[src/rtl/fetch_queue.sv]
// Prefetching fetch unit: issues one cache request at a time and
// buffers returned words with their PCs for decode; redirect flushes.
module fetch_queue #(
   parameter int                      DATA_WIDTH = 32,
   parameter int                      ADDR_WIDTH = 32,
   parameter logic [ADDR_WIDTH-1:0]   START_ADDR = '0,
   parameter int                      DEPTH      = 4,
   parameter logic [ADDR_WIDTH-1:0]   PC_STEP    = ADDR_WIDTH'(1),
   localparam int                     PW         = $clog2(DEPTH),
   localparam int                     CW         = PW + 1
) (
   input  logic                  clk,
   input  logic                  rst_n,
   output logic                  inst_req,
   output logic [ADDR_WIDTH-1:0] inst_addr,
   input  logic                  inst_valid,
   input  logic [DATA_WIDTH-1:0] inst_data,
   output logic                  dec_valid,
   output logic [DATA_WIDTH-1:0] dec_inst,
   output logic [ADDR_WIDTH-1:0] dec_pc,
   input  logic                  dec_ready,
   input  logic                  redirect,
   input  logic [ADDR_WIDTH-1:0] redirect_pc,
   output logic [CW-1:0]         queue_count
);

   localparam logic [1:0] S_IDLE = 2'd0;
   localparam logic [1:0] S_WAIT = 2'd1;
   localparam logic [1:0] S_DROP = 2'd2;

   logic [1:0]            r_state;
   logic [ADDR_WIDTH-1:0] r_fetch_pc;
   logic [ADDR_WIDTH-1:0] r_inst_addr;
   logic                  r_inst_req;
   logic [PW-1:0]         r_head;
   logic [PW-1:0]         r_tail;
   logic [CW-1:0]         r_count;
   logic [ADDR_WIDTH-1:0] r_pc_q   [DEPTH];
   logic [DATA_WIDTH-1:0] r_inst_q [DEPTH];

   logic                  w_push;
   logic                  w_pop;
   logic [CW-1:0]         w_count_next;
   logic                  w_room;
   logic [ADDR_WIDTH-1:0] w_pc_inc;

   assign w_pop        = (r_count != '0) && dec_ready;
   assign w_push       = (r_state == S_WAIT) && inst_valid && !redirect;
   assign w_count_next = r_count + CW'(w_push) - CW'(w_pop);
   assign w_room       = w_count_next < CW'(DEPTH);
   assign w_pc_inc     = r_fetch_pc + PC_STEP;

   // Fetch FSM: request issue, back-to-back refetch and stale-response drop
   always_ff @(posedge clk) begin
      if (!rst_n) begin
         r_state     <= S_IDLE;
         r_fetch_pc  <= START_ADDR;
         r_inst_addr <= START_ADDR;
         r_inst_req  <= 1'b0;
      end else if (redirect) begin
         r_fetch_pc <= redirect_pc;
         r_inst_req <= 1'b0;
         unique case (r_state)
            S_WAIT:  r_state <= inst_valid ? S_IDLE : S_DROP;
            S_DROP:  r_state <= inst_valid ? S_IDLE : S_DROP;
            default: r_state <= S_IDLE;
         endcase
      end else begin
         unique case (r_state)
            S_WAIT: begin
               if (inst_valid) begin
                  r_fetch_pc <= w_pc_inc;
                  if (w_room) begin
                     r_inst_addr <= w_pc_inc;
                  end else begin
                     r_state    <= S_IDLE;
                     r_inst_req <= 1'b0;
                  end
               end
            end
            S_DROP: begin
               if (inst_valid) r_state <= S_IDLE;
            end
            default: begin
               if (w_room) begin
                  r_state     <= S_WAIT;
                  r_inst_req  <= 1'b1;
                  r_inst_addr <= r_fetch_pc;
               end
            end
         endcase
      end
   end

   // Circular prefetch queue; redirect empties it regardless of push/pop
   always_ff @(posedge clk) begin
      if (!rst_n) begin
         r_head  <= '0;
         r_tail  <= '0;
         r_count <= '0;
         for (int i = 0; i < DEPTH; i++) begin
            r_pc_q[i]   <= '0;
            r_inst_q[i] <= '0;
         end
      end else if (redirect) begin
         r_head  <= '0;
         r_tail  <= '0;
         r_count <= '0;
      end else begin
         if (w_push) begin
            r_pc_q[r_tail]   <= r_fetch_pc;
            r_inst_q[r_tail] <= inst_data;
            r_tail           <= r_tail + PW'(1);
         end
         if (w_pop) r_head <= r_head + PW'(1);
         r_count <= w_count_next;
      end
   end

   assign inst_req    = r_inst_req;
   assign inst_addr   = r_inst_addr;
   assign dec_valid   = (r_count != '0);
   assign dec_inst    = r_inst_q[r_head];
   assign dec_pc      = r_pc_q[r_head];
   assign queue_count = r_count;

endmodule
[config.mk]
export PLATFORM = sky130hd
export DESIGN_NAME = fetch_queue
export DESIGN_NICKNAME = d
export VERILOG_FILES = /design/src/rtl/fetch_queue.sv
export SDC_FILE = /design/constraint.sdc
export NUM_CORES = 1
export LEC_CHECK = 0
export CORE_MARGIN = 8
export CORE_UTILIZATION = 63
export CTS_BUF_LIST = sky130_fd_sc_hd__clkbuf_8
export DETAILED_ROUTE_END_ITERATION = 8
export GPL_ROUTABILITY_DRIVEN = 0
export PLACE_DENSITY = 0.95
export SLEW_MARGIN = 15
export SYNTH_ARGS = -nofsm -noshare
export SYNTH_HDL_FRONTEND = slang
export SYNTH_SLANG_ARGS = --single-unit
[constraint.sdc]
create_clock -name clk -period 17.5 [get_ports clk]
set_clock_uncertainty 0.1 [all_clocks]
set_input_delay 3.5 -clock clk [delete_from_list [all_inputs] [get_ports clk]]
set_output_delay 3.5 -clock clk [all_outputs]
set_load 0.1 [all_outputs]
==> metrics.md <==
| Metric | Value |
|---|---|
| Root buffer cell | clkbuf_8 |
| Reg power frac | 50.6% |
| Main synth FF type | edfxtp_1 |
| Mux share of post-synthesis cell area | 9.84% |
| Clock Power Share | 34.6% |
| Logic pwr share | 14.7% |
| Syn avg cell area | 12.6 µm² |
| Clock transition at the registers of the reported paths | 60 ps |
| Pleak | approximately 6.6 nW |
| Crit path DAT | roughly 7800 ps |
| GRT Resource Usage Total | 25.0% |
| Hold Path Cell Cnt | 2 |
| Post-Syn Area | between 10000 and 15000 µm² |
| Setup violators final | 0 |
| Worst-path fanout max | 64 |
| Core region area | 23300 µm² |
| Sequential cell area fraction in the yosys report | 62.4% |
| CP Launch Type | primary input |
| Met3 Routed Length | ~3200 µm |
| Worst Path Required | 17890 ps |
| RSZ-0062 raised after global routing | false |
| Met2 WL | 17100 µm |
| Die X | 169 µm |
| Post-route minimum period | 7360 ps |
| Area delta synth->final | 18.6% |
| Starting density of the core | 63.4% |
| Reg2Reg Depth | 13 |
| Number of antenna-violating nets in the routed design | 0 |
| Layout cells sized above 1 | 11.8% |
| Async set-or-reset flop fraction in the synthesized netlist | 0% |
| Worst min path class | flop to flop |
| Final hold violations | 0 |
| Syn_nets | 1250 |
| Fin nets | 1395 |
| Internal power | 1.29 mW |
| Max-cap viol count | 0 |
| Port bufs | 169 |
| RR Startpoint | r_state[1] |
| Max-slew headroom | 26.6% |
| Post-Route M1 WL | 14000 µm |
| Largest net degree at the start of global routing | 65 |
| Initial antenna violation count | 0 |
| Yosys reg bits | 332 |
| DRC | 0 |
| Fmax | 136 MHz |
| Reg2reg setup slack | 13240 ps |
| CTS tree | done |
| CP endpoint kind | flop |
| Worst skew pair latency | about 560 ps |
| Post-synth EDFFs | roughly 260 |
| First drt pass iteration count | 7 |
| HPWL after detailed placement | about 21000 µm |
| CTS Hold Bufs | 0 |
| Worst slack at placement | 9720 ps |
| Slew @ Worst Pin | 1100 ps |
| Max VDD drop | 79.8 µV |
| Setup ws final | 10140 ps |
| Row count | 56 |
| Status | finished, final reports clean |
| Postcts setup bufs | 0 |
| Main combinational cell family by area after synthesis | simple AND/OR/NAND/NOR gates |
| Fin Setup TNS | 0 ps |
| Yosys warning count | 0 |
| Total gr overflow | 0 |
| Vias | 10000 |
| Die height | about 170 µm |
| PD cells | 103 nW/µm² |
| Adder-cell area share of the yosys netlist | 0.560% |
| Post-synthesis simple-gate area fraction | 13.1% |
| Max layer used | met4 |
| Slew Viols, Final | 0 |
| Period utilisation layout | between 40% and 50% |
| Die area | 28600 µm² |
| ANT cells | 0 |
| Post-synthesis xor/xnor area fraction | 4.17% |
| Sw Ratio | roughly 28% |
| Worst setup path start | redirect |
| HP Start | r_state[1] |
| IO Pins | 170 |
| Yosys cell types | slightly below 50 |
| Vias in the first global route | between 10000 and 15000 |
| Routed length per instance | 21.0 µm |
| Num CTS Buffers | 50 |
| First-pass GRT wire length | roughly 56000 µm |
| Resized Gates After CTS | 0 |
| Mapped Cells | about 1200 |
| H-tree depth | 2 |
| Initial drt markers | approximately 1200 |
| Setup CP Type | primary input to flop |
| Vias per Instance | 5.98 |
| Compound-gate portion of the synthesized area | 4.64% |
| CTS max path bufs | 3 |
| Final-layout fill cell count | 1426 |
| Total Wirelength | 35200 µm |
| Clock sink count | 332 |
| Switching power | 509 µW |
[power by group through the flow]
stage | clock [mW] | sequential, mW | combinational, mW
5_1_grt | 0.664 | 0.914 | 0.276
3_5_place_dp | 0 | 0.926 | 0.264
6_report | 0.623 | 0.911 | 0.265
3_3_place_gp | 0 | 0.923 | 0.261
2_1_floorplan | 0 | 0.977 | 0.140
4_1_cts | 0.630 | 0.910 | 0.266
[worst paths after layout]
kind	endpoint
setup reg to reg	inst_addr[30]
hold / removal	r_state[1]
hold reg to reg	r_state[1]
setup / recovery	inst_addr[30]
[worst max-delay path, stage by stage]
cell	delay [ps]
clkdlybuf4s50_1	700
clkinv_1	160
buf_4	490
nand2_1	230
ha_1	350
inv_1	40
ha_1	180
fa_1	420
xnor3_1	440
a2111oi_4	290
buf_4	500
o21ai_0	200
a21oi_1	180
[metal layers]
metal,vias to the layer above,track usage [%]
met5,-,0
met2,595,42.1
met3,85,4.82
met1,4883,32.2
met4,0,8.20
li1,4453,-
[synthesized netlist by cell type (2+ instances only)]
master	instances	share of area, %
buf_4	2	0.10
clkbuf_1	50	1.3
inv_1	74	1.9
ha_1	5	0.42
and4_1	3	0.18
nand4_1	22	0.93
nor3_1	10	0.34
dfxtp_1	76	10
xor2_1	37	2.2
nand2_1	93	2.4
nand3_1	21	0.71
or3_1	4	0.17
nor2_1	186	4.7
nor4_1	8	0.34
clkbuf_2	2	0.068
edfxtp_1	256	52
clkbuf_8	9	0.84
a21oi_1	51	1.7
o22ai_1	4	0.17
xnor2_1	28	1.7
buf_2	21	0.71
o21ai_0	45	1.5
and3_1	17	0.72
mux4_2	64	9.8
a211oi_1	17	0.87
and2_1	47	2.0
[layout by cell type (no fill, tap or decap), types with 2 or more instances in the layout]
cell,instances
xnor2_1,28
nand4_1,22
and4_1,3
mux4_2,64
edfxtp_1,256
bufinv_16,2
a211oi_1,17
buf_4,12
clkinv_1,4
xor2_1,37
nand3_1,21
or3_1,4
clkbuf_8,59
o21ai_0,42
and3_1,17
nor3_1,10
dfxtp_1,74
o21ai_4,3
nor2_1,184
nand2_1,91
and2_1,47
clkinv_2,6
nor2_4,2
clkdlybuf4s50_1,169
nor4_1,8
ha_1,5
a21oi_1,51
o22ai_1,4
inv_1,93
[stage by stage]
stage | utilization (%) | power [mW] | instances | instance area (µm²) | hold slack [ps]
floorplan | - | 1.12 | 1175 | 14800 | 358
global placement | 70.9 | 1.18 | 1587 | 16500 | 375
detailed placement | 70.9 | 1.19 | 1587 | 16500 | 382
CTS | 75.2 | 1.81 | 1676 | 17500 | 391
global route | 75.2 | 1.85 | 1676 | 17500 | 408
finish | 75.2 | 1.80 | 1676 | 17500 | 388
[kinds of logic (layout without fill, tap and decap cells)]
logic type | Yosys count | count (layout)
multiplexers | 65 | 65
flip-flops | 332 | 332
AND/OR/NAND/NOR | 421 | 421
AO/OA/AOI/OAI | 121 | 121
XOR/XNOR | 67 | 67
buffers and inverters | 163 | 345
adder cells (fa/ha/maj) | 6 | 6
[flip-flops by register name, indices dropped and copies added, names as in the netlist, named ones only]
register,cells
r_pc_q,128
r_fetch_pc,32
r_inst_q,128
r_tail,2
r_state,2
queue_count,3
inst_req,1
inst_addr,32
r_head,2
[layout make-up]
| type | count | area [µm²] | area share, % |
|---|---|---|---|
| clock buffer | 59 | 812 | 4.64 |
| clock inverter | 30 | 173 | 0.987 |
| inverter | 75 | 282 | 1.61 |
| multi-input combinational | 680 | 4830 | 27.6 |
| sequential | 332 | 9210 | 52.7 |
| tap | 319 | 399 | 2.28 |
| timing repair buffer | 181 | 1780 | 10.2 |
No activity file was read; power rests on OpenSTA's default activity.
